===== src/rtl/multiplicador_if.sv =====
// Handshake bus between the datapath controller and the sequential multiplier.
//   master (controller): drives St, Multiplicador, Multiplicando;
//                        observes Idle, Done, Produto
//   slave  (multiplier): the mirror image
interface multiplicador_if #(
  parameter int N = 16
);
  logic           St;
  logic [N-1:0]   Multiplicador;
  logic [N-1:0]   Multiplicando;
  logic           Idle;
  logic           Done;
  logic [2*N-1:0] Produto;

  modport master (output St, Multiplicador, Multiplicando,
                  input  Idle, Done, Produto);
  modport slave  (input  St, Multiplicador, Multiplicando,
                  output Idle, Done, Produto);
endinterface


===== src/rtl/multiplicador.sv =====
// Sequential unsigned shift-and-add multiplier, N x N -> 2N bits.
// One partial-product step per clock; N steps per multiply.
//   clk        rising-edge clock
//   rst        synchronous, active-high reset
//   bus.St            start request, accepted only while Idle=1
//   bus.Multiplicador multiplier, captured on the accepting edge
//   bus.Multiplicando multiplicand, captured on the accepting edge
//   bus.Idle          1 = ready to accept St
//   bus.Done          one-cycle pulse, Produto valid
//   bus.Produto       registered product, held until the next result
module multiplicador #(
  parameter int N = 16
) (
  input  logic             clk,
  input  logic             rst,
  multiplicador_if.slave   bus
);
  localparam int CW = $clog2(N) + 1;

  typedef enum logic [1:0] {S_IDLE, S_CALC, S_DONE} state_t;

  state_t         r_state, w_next;
  logic [N-1:0]   r_mc;
  logic [N:0]     r_acc;    // carry + upper half
  logic [N-1:0]   r_low;    // multiplier, consumed LSB first
  logic [CW-1:0]  r_cnt;
  logic [2*N-1:0] r_prod;

  logic [N:0]     w_sum;
  logic [2*N:0]   w_shift;
  logic           w_last;

  // Add MC into the upper half when the current multiplier bit is set,
  // then shift the whole {carry,high,low} chain right by one.
  assign w_sum   = r_acc + (r_low[0] ? {1'b0, r_mc} : '0);
  assign w_shift = {w_sum, r_low} >> 1;
  assign w_last  = (r_cnt == CW'(N - 1));

  always_comb begin
    w_next   = r_state;
    bus.Idle = 1'b0;
    bus.Done = 1'b0;
    unique case (r_state)
      S_IDLE: begin
        bus.Idle = 1'b1;
        if (bus.St) w_next = S_CALC;
      end
      S_CALC: if (w_last) w_next = S_DONE;
      S_DONE: begin
        bus.Done = 1'b1;
        w_next   = S_IDLE;
      end
      default: w_next = S_IDLE;
    endcase
  end

  always_ff @(posedge clk) begin
    if (rst) r_state <= S_IDLE;
    else     r_state <= w_next;
  end

  always_ff @(posedge clk) begin
    if (rst) begin
      r_mc   <= '0;
      r_acc  <= '0;
      r_low  <= '0;
      r_cnt  <= '0;
      r_prod <= '0;
    end else begin
      unique case (r_state)
        S_IDLE: if (bus.St) begin
          r_mc  <= bus.Multiplicando;
          r_low <= bus.Multiplicador;
          r_acc <= '0;
          r_cnt <= '0;
        end
        S_CALC: begin
          r_acc <= w_shift[2*N:N];
          r_low <= w_shift[N-1:0];
          r_cnt <= r_cnt + 1'b1;
          // Product is published only once, on the step that finishes it.
          if (w_last) r_prod <= w_shift[2*N-1:0];
        end
        default: ;
      endcase
    end
  end

  assign bus.Produto = r_prod;
endmodule


===== src/flat_wrapper.sv =====
// flat-port wrapper written by rule: the top's interface ports become plain ports
module multiplicador_flat 
#(
  parameter int N = 16
)
  (clk, rst, bus_St, bus_Multiplicador, bus_Multiplicando, bus_Idle, bus_Done, bus_Produto);
  multiplicador_if #(.N(N)) bus_i ();
  input  logic clk;
  input  logic rst;
  input wire logic [$bits(bus_i.St)-1:0] bus_St;
  input wire logic [$bits(bus_i.Multiplicador)-1:0] bus_Multiplicador;
  input wire logic [$bits(bus_i.Multiplicando)-1:0] bus_Multiplicando;
  output wire logic [$bits(bus_i.Idle)-1:0] bus_Idle;
  output wire logic [$bits(bus_i.Done)-1:0] bus_Done;
  output wire logic [$bits(bus_i.Produto)-1:0] bus_Produto;
  assign bus_i.St = bus_St;
  assign bus_i.Multiplicador = bus_Multiplicador;
  assign bus_i.Multiplicando = bus_Multiplicando;
  assign bus_Idle = bus_i.Idle;
  assign bus_Done = bus_i.Done;
  assign bus_Produto = bus_i.Produto;
  multiplicador #(.N(N)) u_core (.clk(clk), .rst(rst), .bus(bus_i));
endmodule

===== config.mk =====
export PLATFORM = sky130hd
export DESIGN_NAME = multiplicador_flat
export DESIGN_NICKNAME = d
export VERILOG_FILES = /design/src/rtl/multiplicador_if.sv /design/src/rtl/multiplicador.sv /design/src/flat_wrapper.sv
export SDC_FILE = /design/constraint.sdc
export NUM_CORES = 1
export LEC_CHECK = 0
export BUFFER_PORTS_ARGS = -buffer_cell sky130_fd_sc_hd__buf_4
export CORE_MARGIN = 2
export CORE_UTILIZATION = 30
export CTS_CLUSTER_SIZE = 8
export DETAILED_ROUTE_END_ITERATION = 7
export GPL_TIMING_DRIVEN = 0
export SKIP_CTS_REPAIR_TIMING = 1
export SLEW_MARGIN = 20
export SYNTH_ARGS = -nofsm -noshare
export SYNTH_HDL_FRONTEND = slang
export SYNTH_SLANG_ARGS = --single-unit

===== constraint.sdc =====
create_clock -name clk -period 2.43 [get_ports clk]
set_clock_uncertainty 0.15 [all_clocks]
set_input_delay 0.1215 -clock clk [delete_from_list [all_inputs] [get_ports clk]]
set_output_delay 0.1215 -clock clk [all_outputs]
set_load 0.01 [all_outputs]

* Word-level counts from Yosys, hierarchy flattened
Cells that the tools add are included.
** Storage, ports and cells
- Flip-flop bits (word level) :: 88
- Bits of input ports :: 35
- Output and inout port bits :: 34
- Word-level logic and storage cells :: 31
** Operators by class
- Add/sub/neg operators :: 2
- Equality and inequality tests :: 5
- Mux-type cells :: 12
- Reductions and logical operators :: 6
** Operators by type and width (count)
- 17-bit one-hot mux with 2 select lines :: 1
- 16-bit two-way mux :: 2
- 16-bit one-hot mux with 2 select lines :: 1
- 17-bit adder :: 1
- 17-bit two-way mux :: 1
- 5-bit one-hot mux with 2 select lines :: 1
- 2-bit AND reduction :: 4
- 5-bit by 1-bit adder with 5-bit output, second input constant :: 1
- 5-bit by 4-bit == test with 1-bit output, second input constant :: 1
- 5-bit two-way mux :: 1
- 2-bit two-way mux :: 2
- 2-bit one-hot mux with 2 select lines :: 1
- 2-bit by 1-bit == test with 1-bit output, second input constant :: 1
- 2-bit == test, second input constant :: 1
- 2-bit logical NOT :: 1
- 1-bit two-way mux :: 2
- 2-bit by 1-bit inequality test with 1-bit output, second input constant :: 1
- 2-bit inequality test, second input constant :: 1
- 2-bit nonzero test :: 1

* Logic depth before layout (Yosys ltp)
Gate-level depths: netlist of run 1.
- Word-level depth :: 3
- Depth in mapped cells :: 10
- Gate-level depth less buffers :: 9

* Least setup slack after synthesis of run 1
Ideal clock, no wire load.
- Path kind :: reg-to-reg
- Start point :: register u_core.r_low[0]
- End point :: register u_core.r_prod[29] (netlist: u_core.bus.Produto[29])
- Setup time :: 117 ps
- Arrival time :: 2339 ps
- Data required time :: 2163 ps
- Path slack :: -176 ps
- Stages on the path, launching flop included :: 11
- Path buffers :: 1
- Period minus slack after synthesis :: 2606 ps
- Cell sequence :: dfxtp_1 clkbuf_1 and2_1 ha_1 fa_1 a211oi_2 o21bai_2 a21oi_2 o311ai_0 xor2_1 a22o_1
** Between the ends
- Cells in the longest elaborated chain, start to end :: 2
** RTL lines
- start: declaration :: line multiplicador.sv:25 : logic [N-1:0] r_low;
- start signal: assignment :: line multiplicador.sv:73 : r_low <= bus.Multiplicador;
- start signal: assignment :: line multiplicador.sv:79 : r_low <= w_shift[N-1:0];
- 16-bit two-way mux :: line multiplicador.sv:35 : assign w_sum = r_acc + (r_low[0] ? {1'b0, r_mc} : '0);
- 17-bit adder :: line multiplicador.sv:35
- end signal: assignment :: line multiplicador.sv:82 : if (w_last) r_prod <= w_shift[2*N-1:0];
- end: declaration :: line multiplicador.sv:27 : logic [2*N-1:0] r_prod;
No other way between the ends.
A chain may end at the register's enable or synchronous reset.

* Worst setup path after layout of run 1
Ends and elaborated chain as after synthesis.

==> impl_metrics.json, run 1 <==
{
  "status": "finished, violations left",
  "violations": "setup timing",
  "worst-slew-pin-transition_ps": 772,
  "p_per_area_nw_per_um2": 541,
  "min_from": "bus_St",
  "cts_tree": "built",
  "io_pins": 69,
  "critPathLaunch": "u_core.r_low[0]$_SDFFE_PP0P_",
  "fp-row-count": 42,
  "grt_overflow": 0,
  "critPathMaxStageDelay_ps": 390,
  "synth_top_family_by_area": "simple AND/OR/NAND/NOR gates",
  "drt_wl_total_mm": 12.0,
  "holdWs_ps": 164,
  "dieArea_um2": 14700,
  "post_drt_wl_per_cell_um": 14.4,
  "path_max_fanout": 7,
  "drv_cap": 0,
  "synth_compound_area_frac": 0.165,
  "cp.buffers_inverters": 1,
  "antenna_found_initial": 0,
  "synth_fp_nets": 581,
  "post-route-period-util": 1.10,
  "dpl_worst_slack_ps": -408,
  "syn_avg_cell_area_um2": 7.82,
  "synth-seq-area-share": 0.423,
  "path_class": "flip-flop to flip-flop",
  "core_area_um2": 13300,
  "syn-instance-count": 527,
  "cp_data_required_time_ps": 2520,
  "power_mw": 3.18,
  "grt_pass1_vias": 3787,
  "synth_area_um2": 4120,
  "clkSlewWorstSetupHoldPaths_ps": 70,
  "async_flop_share": 0,
  "final_util": 0.440,
  "portBuffers": 68,
  "synthXorXnorAreaFrac": 0.0255,
  "antennaDiodeCount": 0,
  "cts-htree-levels": 3,
  "crit_path_start_kind": "flip-flop",
  "cp_cell_sequence": "buf_6, and2_4, ha_4, fa_2, a211oi_4, o21bai_2, a21oi_4, o311ai_2, xor2_1, a22o_1",
  "crit_arrival_ps": 2760,
  "die_x_um": 121,
  "stdcell_area_um2": 5870,
  "cp_top_family": "compound AO/OA/AOI/OAI gates",
  "rr_startpoint": "u_core.r_low[0]$_SDFFE_PP0P_",
  "power.leakage_nw": 2.33,
  "period_minus_slack_ps": 2670,
  "yosys.cell_types.count": 53,
  "first_iter_violations": 325,
  "ys_ff_latch": 87,
  "finalMaxSlewViolations": 0,
  "vias": 4078,
  "grt.total_usage": 0.158,
  "cts_buffers": 9,
  "dpl_cell_area_um2": 4870,
  "fin_ws_ps": -239,
  "avgViaCountPerCell": 4.89,
  "rsz0062_at_grt": "true",
  "fmax_mhz": 375,
  "layout-drive-gt1-share": 0.236,
  "synth-adder-area-share": 0.0595,
  "vdd.ir_drop.worst_v": 0.000350,
  "cpMaxStageDelayCell": "dfxtp_4",
  "cts_root_buf": "clkbuf_16",
  "syn2layout_area_growth_pct": 42.6,
  "endpoint_kind": "flip-flop",
  "fp.dieH_um": 121,
  "relSlewSlack": 0.483,
  "firstDrtPassIters": 7,
  "hp-class": "input port to flip-flop",
  "synth-simple-area-share": 0.286,
  "drcViolationCount": 0,
  "nets": 707,
  "grt_max_degree": 17,
  "clockBufferDepth": 2,
  "synth.yosys.warnings": 0,
  "dp_hpwl_mm": 8.34,
  "cts.sinks": 87,
  "ant_nets": 0,
  "clk_latency_ps": 350,
  "setup_viol_count_final": 15,
  "finalHoldViolCount": 0,
  "start_util": 0.309,
  "gp_congestion": 0.930,
  "synth_ff_type": "dfxtp_1",
  "synth_mux_area_frac": 0.00516,
  "grt_pass1_wl_mm": 18.3,
  "synth-edff-count": 0
}
state kept, by name (all words and copies together) (netlist names):
signal              flops
u_core.r_state          2
u_core.r_low           16
u_core.r_cnt            5
u_core.bus.Produto     32
u_core.r_acc           16
u_core.r_mc            16
power breakdown:
| part | switching, mW | internal, mW | leakage, nW |
|---|---|---|---|
| Clock | 0.599 | 0.709 | 0.134 |
| Sequential | 0.0367 | 1.48 | 0.708 |
| Combinational | 0.191 | 0.164 | 1.49 |
| Total | 0.827 | 2.35 | 2.33 |
stage by stage:
step,setup TNS [ps],std cells
floorplan,0,527
global placement,-4230,771
detailed placement,-5680,771
CTS,-6570,787
global route,-3530,834
finish,-2110,834
path summary, 6_finish.rpt:
kind / to / slack, ps / depth (start not counted)
worst min register to register: u_core.r_mc[5]$_SDFFE_PP0P_ / 300 / 2
worst max-delay path: u_core.bus.Produto[29]$_SDFFE_PP0P_ / -240 / 10
worst min-delay path: u_core.r_low[0]$_SDFFE_PP0P_ / 160 / 4
worst max register to register: u_core.bus.Produto[29]$_SDFFE_PP0P_ / -240 / 10
cell type report:
type	instances	area, um2
Clock inverter	6	51.3
Inverter	1	3.75
Clock buffer	10	229
Multi-Input combinational cell	403	2490
Buffer	36	183
Timing Repair Buffer	115	946
Tap cell	176	220
Fill cell	1365	7470
Sequential cell	87	1750
cell families after synthesis:
| family | count (synthesis) |
|---|---|
| xor gates and xnor gates | 12 |
| adders and majority gates | 19 |
| muxes | 2 |
| DFF | 87 |
| and+or+nand+nor | 257 |
| buffers and inverters | 37 |
| AOI/OAI and AO/OA | 113 |
cells in the mapped netlist (3+ instances only):
master	instances	area share
clkbuf_1	26	0.024
xnor2_1	6	0.013
xor2_1	6	0.013
a21o_1	5	0.0091
ha_1	18	0.055
o22ai_1	4	0.0061
a22o_1	4	0.0085
nor4_1	16	0.024
nor2b_1	4	0.0061
o21ai_0	9	0.011
a21oi_1	63	0.077
nor2_1	72	0.066
nand4b_1	3	0.0064
nand3_1	19	0.023
nor3_1	5	0.0061
and2_1	19	0.029
or4_1	3	0.0055
nand2_1	99	0.090
dfxtp_1	87	0.42
nand2b_1	3	0.0046
o21a_1	4	0.0073
a31oi_1	5	0.0076
buf_2	8	0.0097
layout by cell type, fill, tap and decap left out, types with 3 or more instances in the layout:
cell / count
a22o_1: 4
o21a_1: 4
clkbuf_1: 26
nor2b_1: 4
xnor2_2: 4
ha_4: 8
buf_6: 6
and2_4: 5
nand3_2: 3
dfxtp_1: 86
o22ai_1: 4
nor3_1: 5
o21ai_0: 5
a21oi_2: 7
clkbuf_16: 9
nor2_1: 71
nand3_1: 17
nand2b_1: 3
buf_2: 3
nor4_1: 16
o21ai_1: 4
dlygate4sd3_1: 33
xor2_1: 6
buf_4: 80
inv_6: 4
nand2_1: 98
a21oi_1: 56
a31oi_1: 5
and2_1: 14
nand4b_1: 3
ha_1: 9
a21o_1: 5
worst register-to-register path: stages, from the launching register on:
cell and delay, ps:
dfxtp_4 390, buf_6 130, and2_4 160, ha_4 160, fa_2 380, a211oi_4 320, o21bai_2 120, a21oi_4 240
o311ai_2 140, xor2_1 190, a22o_1 190
per-layer routing:
layer	vias up	global-route usage	share of wire
li1	2064	-	-
met1	1888	0.212	0.46
met2	109	0.250	0.47
met3	17	0.0385	0.049
met4	0	0.0489	0.015
met5	-	0	0
No activity file was read; power rests on OpenSTA's default activity.
==> inputs of run 2 (changes only) <==
ABC_AREA = 1   (was unset)
MAX_ROUTING_LAYER = met4   (was unset)
==> impl_metrics.json, run 2 <==
{
  "hp-class": "input port to flip-flop",
  "nFillCells": 1509,
  "wl_met3_um": 456,
  "vias": 4054,
  "pwr-share-clk": 0.415,
  "period_minus_slack_ps": 2250,
  "dieArea_um2": 15300,
  "syn-instance-count": 601,
  "most-common-layout-cells": "140 x nand2_1, 90 x inv_1, 86 x dfxtp_1",
  "io_pins": 69,
  "async_flop_share": 0,
  "p_per_area_nw_per_um2": 568,
  "antennaDiodeCount": 0,
  "yosys.cell_types.count": 30,
  "dp_hpwl_mm": 8.46,
  "syn_avg_cell_area_um2": 7.16,
  "top_layer": "met4",
  "drv_cap": 0,
  "cts-htree-levels": 3,
  "setup_viol_count_final": 0,
  "cts_root_buf": "clkbuf_16",
  "drt_wl_total_mm": 11.4,
  "worst-slew-pin-transition_ps": 695,
  "largest_reg_flops": 32,
  "finalMaxSlewViolations": 0,
  "ys_ff_latch": 87,
  "die_x_um": 124,
  "cp_data_required_time_ps": 2530,
  "power_mw": 3.20,
  "drt-met1-wl_mm": 5.48,
  "layout-drive-gt1-share": 0.164,
  "intPower_mw": 2.35,
  "fp.dieH_um": 124,
  "power.leakage_nw": 2.84,
  "status": "finished, violations left",
  "holdWs_ps": -47.1,
  "avgViaCountPerCell": 4.54,
  "grt_max_degree": 17,
  "fp-row-count": 43,
  "endpoint_kind": "flip-flop",
  "synth_ff_type": "dfxtp_1",
  "tns_ps": 0,
  "stdcell_area_um2": 5630,
  "fmax_mhz": 444,
  "switching_share": 0.266,
  "dpl_cell_area_um2": 5030,
  "firstDrtPassIters": 4,
  "antenna_found_initial": 0,
  "portBuffers": 67,
  "synth_area_um2": 4300,
  "crit_path_start_kind": "flip-flop",
  "first_iter_violations": 208,
  "synth_fp_nets": 655,
  "seq_power_share": 0.473,
  "yosysMostFrequentCell": "nand2_1",
  "post-route-period-util": 0.928,
  "clockBufferDepth": 2,
  "start_util": 0.309,
  "vdd.ir_drop.worst_v": 0.000388,
  "ant_nets": 0,
  "grt_pass1_vias": 3913,
  "grt_overflow": 0,
  "critPathMaxStageDelay_ps": 390,
  "clk_latency_ps": 350,
  "final_common_cell": "nand2_1",
  "cts.sinks": 87,
  "synth.yosys.warnings": 0,
  "post_drt_wl_per_cell_um": 12.8,
  "p_switching_uw": 852,
  "synth_area_leaders": "dfxtp_1 40%, nand2_1 13%, inv_1 7.9%",
  "clkSlewWorstSetupHoldPaths_ps": 70,
  "finalHoldViolCount": 4,
  "p_comb_frac": 0.112,
  "cpMostUsedCell": "nand2_1",
  "cp_cell_sequence": "buf_4, nand2_1, inv_1, ha_2, fa_2, nand3_1, nand2_1, nand2_1, nand2_2, nand2_2, nand3_1, nand2_1, nand2_1, nand2_1, inv_1",
  "path_max_fanout": 10,
  "syn2layout_area_growth_pct": 30.9,
  "yosysTopAreaCell": "dfxtp_1",
  "cpMaxStageDelayCell": "fa_2",
  "cts_tree": "built",
  "grt_pass1_wl_mm": 18.8,
  "synth_top_area_share": 0.405,
  "gp_congestion": 0.866,
  "rsz0062_at_grt": "false",
  "synth-edff-count": 0,
  "grt.total_usage": 0.165,
  "path_class": "flip-flop to flip-flop",
  "synth-seq-area-share": 0.405,
  "crit_arrival_ps": 2350,
  "violations": "hold timing",
  "cts_buffers": 9,
  "wl_met2_mm": 5.34,
  "relSlewSlack": 0.536,
  "drcViolationCount": 0,
  "core_area_um2": 13900,
  "nets": 762,
  "ys_top_cells_by_count": "144 x nand2_1, 90 x inv_1, 87 x dfxtp_1, 64 x a21oi_1, 49 x nor2_1"
}
## run 2: changes by cell type after synthesis, sizes merged, moves of 5 or more
cell / previous run / this run
and2: 20 / 0
o21ai: 11 / 44
nor4: 16 / 0
o21bai: 2 / 7
xnor2: 6 / 1
inv: 1 / 95
o221ai: 0 / 16
nand2: 100 / 145
clkbuf: 26 / 10
nor2: 73 / 53
buf: 10 / 17
a31oi: 5 / 0
## run 2: final timing paths
path	to	depth (start not counted)	slack (ps)	startpoint
worst max-delay path	u_core.bus.Produto[27]$_SDFFE_PP0P_	15	180	u_core.r_low[0]$_SDFFE_PP0P_
worst min-delay path	u_core.r_low[1]$_SDFFE_PP0P_	3	-50	bus_Multiplicador[1]
worst max register to register	u_core.bus.Produto[27]$_SDFFE_PP0P_	15	180	u_core.r_low[0]$_SDFFE_PP0P_
worst min register to register	u_core.r_cnt[4]$_SDFFE_PP0P_	2	320	u_core.r_cnt[4]$_SDFFE_PP0P_
## run 2: logic make-up (layout without fill, tap and decap cells)
kind of cell / Yosys count / after routing / share of synthesized area
compound gates: 139 / 139 / 0.185
flops: 87 / 87 / 0.405
simple gates: 226 / 226 / 0.222
xor+xnor: 7 / 7 / 0.0142
buf+inv: 123 / 235 / 0.117
fa+ha+maj: 19 / 19 / 0.0570
## run 2: layer usage
metal | up-vias | global-route usage
li1 | 2138 | -
met1 | 1834 | 0.205
met2 | 68 | 0.267
met3 | 14 | 0.0403
met4 | 0 | 0.0490
met5 | - | -
## run 2: final cells by class
type | count | area [um2] | area share
plain buffers | 26 | 139 | 0.0247
clock buffers | 10 | 229 | 0.0407
repair buffers | 97 | 801 | 0.142
multi-input cells | 391 | 2080 | 0.369
inverters | 96 | 365 | 0.0649
clock inverters | 6 | 50.0 | 0.00889
flip-flops and latches | 87 | 1750 | 0.310
well taps | 180 | 225 | 0.0400
## run 2: worst max-delay path, delay by kind of cell, from the launching register on
kind	cells	cell delay, ps
adder cells (fa/ha/maj)	2	570
AND/OR/NAND/NOR	10	800
buffers and inverters	3	250
flip-flops	1	370
## run 2: power groups by stage
stage          logic, mW  registers, mW  clock network (mW)
6_report           0.358           1.51                1.33
5_1_grt            0.407           1.52                1.41
4_1_cts            0.329           1.51                1.37
3_5_place_dp       0.328           1.54                   0
3_3_place_gp       0.327           1.54                   0
2_1_floorplan      0.213           1.54                   0
## run 2: per-stage QoR
stage | hold slack (ps) | setup slack (ps) | cells | utilization
CTS | -169 | -306 | 864 | 0.381
global route | 7.17 | 24.8 | 893 | 0.404
detailed placement | 200 | -274 | 848 | 0.361
global placement | 198 | -246 | 848 | 0.361
finish | -47.1 | 176 | 893 | 0.404
floorplan | 106 | 191 | 601 | -
==> inputs of run 3 (changes only) <==
CAP_MARGIN = 10   (was unset)
RECOVER_POWER = 100   (was unset)
==> impl_metrics.json, run 3 (synthesis gave the netlist of run 2 again) <==
{
  "status": "finished, violations left",
  "violations": "hold timing",
  "path_max_fanout": 10,
  "drv_cap": 0,
  "dpl_worst_slack_ps": -274,
  "core_area_um2": 13900,
  "p_per_area_nw_per_um2": 584,
  "path_depth": 15,
  "largest_reg_flops": 32,
  "cts-htree-levels": 3,
  "syn2layout_area_growth_pct": 26.6,
  "finalHoldViolCount": 4,
  "setup_viol_count_final": 0,
  "period_minus_slack_ps": 2250,
  "relSlewSlack": 0.537,
  "post_drt_wl_per_cell_um": 12.8,
  "fp.dieH_um": 124,
  "first_iter_violations": 227,
  "cpMostUsedCell": "nand2_1",
  "grt_max_degree": 17,
  "antenna_found_initial": 0,
  "fp-row-count": 43,
  "clk_latency_ps": 350,
  "hp-class": "input port to flip-flop",
  "clockBufferDepth": 2,
  "final_util": 0.391,
  "cp_cell_sequence": "buf_4, nand2_1, inv_1, ha_2, fa_2, nand3_1, nand2_1, nand2_1, nand2_2, nand2_2, nand3_1, nand2_1, nand2_1, nand2_1, inv_1",
  "grt_pass1_vias": 3913,
  "path_class": "flip-flop to flip-flop",
  "nets": 762,
  "cts_buffers": 9,
  "drt_wl_total_mm": 11.4,
  "layout-drive-gt1-share": 0.102,
  "start_util": 0.309,
  "most-common-layout-cells": "141 x nand2_1, 92 x inv_1, 86 x dfxtp_1",
  "antennaDiodeCount": 0,
  "cp.buffers_inverters": 3,
  "cpMaxStageDelayCell": "fa_2",
  "avgViaCountPerCell": 4.55,
  "holdWs_ps": -47.6,
  "post-route-period-util": 0.927,
  "cts.sinks": 87,
  "rsz0062_at_grt": "false",
  "tns_ps": 0,
  "grt_overflow": 0,
  "grt_pass1_wl_mm": 18.8,
  "rr_worst_depth": 15,
  "gp_congestion": 0.866,
  "power_mw": 3.18,
  "firstDrtPassIters": 4,
  "fin_ws_ps": 177,
  "crit_arrival_ps": 2350,
  "fmax_mhz": 444,
  "crit_path_start_kind": "flip-flop",
  "cts_root_buf": "clkbuf_16",
  "grt.total_usage": 0.165,
  "dp_hpwl_mm": 8.46,
  "die_x_um": 124,
  "endpoint_kind": "flip-flop",
  "final_common_cell": "nand2_1",
  "hold_depth": 3,
  "worst-slew-pin-transition_ps": 695,
  "cp_top_family": "simple AND/OR/NAND/NOR gates",
  "portBuffers": 67,
  "power.leakage_nw": 2.66,
  "nFillCells": 1546,
  "vdd.ir_drop.worst_v": 0.000388,
  "cp_data_required_time_ps": 2530,
  "ant_nets": 0,
  "vias": 4067,
  "finalMaxSlewViolations": 0,
  "io_pins": 69,
  "clkSlewWorstSetupHoldPaths_ps": 70,
  "drcViolationCount": 0,
  "critPathMaxStageDelay_ps": 390,
  "cts_tree": "built",
  "dieArea_um2": 15300
}
==> run 3: cell count changes in the layout (fill, tap and decap cells not counted), sizes merged <==
cell    change
clkbuf     +40
buf        -40
==> run 3: tightest hold or removal path: stages <==
cell and delay (ps):
buf_4 80, o221ai_1 100, a21oi_1 110
==> run 3: final cells by class <==
cell class / instances / area, um2 / share of cell area
inverters: 96 / 365 / 0.0671
clock buffers: 10 / 229 / 0.0420
plain buffers: 26 / 129 / 0.0237
multi-input cells: 391 / 2030 / 0.372
flip-flops and latches: 87 / 1750 / 0.320
clock inverters: 6 / 50.0 / 0.00919
repair buffers: 97 / 677 / 0.124
well taps: 180 / 225 / 0.0413
==> run 3: metal layers <==
layer | GRT usage | part of all wire | up-vias | wire, um
li1 | - | - | 2138 | -
met1 | 0.205 | 0.48 | 1850 | 5450
met2 | 0.267 | 0.46 | 65 | 5310
met3 | 0.0403 | 0.043 | 14 | 487
met4 | 0.0490 | 0.015 | 0 | 176
met5 | - | 0 | - | 0
==> run 3: per-stage QoR <==
step / instance area, um2 / hold WS [ps] / instances
2_1_floorplan: 4300 / 106 / 601
6_report: 5450 / -47.6 / 893
3_3_place_gp: 5030 / 198 / 848
4_1_cts: 5310 / -169 / 864
3_5_place_dp: 5030 / 200 / 848
5_1_grt: 5450 / 7.17 / 893
==> run 3: path summary, 6_finish.rpt <==
check,from,slack [ps],endpoint
max,u_core.r_low[0]$_SDFFE_PP0P_,180,u_core.bus.Produto[27]$_SDFFE_PP0P_
min,bus_Multiplicador[1],-50,u_core.r_low[1]$_SDFFE_PP0P_
max reg2reg,u_core.r_low[0]$_SDFFE_PP0P_,180,u_core.bus.Produto[27]$_SDFFE_PP0P_
min reg2reg,u_core.r_cnt[4]$_SDFFE_PP0P_,310,u_core.r_cnt[4]$_SDFFE_PP0P_
==> run 3: where the power goes <==
| group | internal, mW | switching [mW] | leakage [nW] |
|---|---|---|---|
| Combinational | 0.147 | 0.195 | 1.81 |
| Sequential | 1.48 | 0.0319 | 0.709 |
| Clock | 0.710 | 0.616 | 0.136 |
| Total | 2.34 | 0.843 | 2.66 |
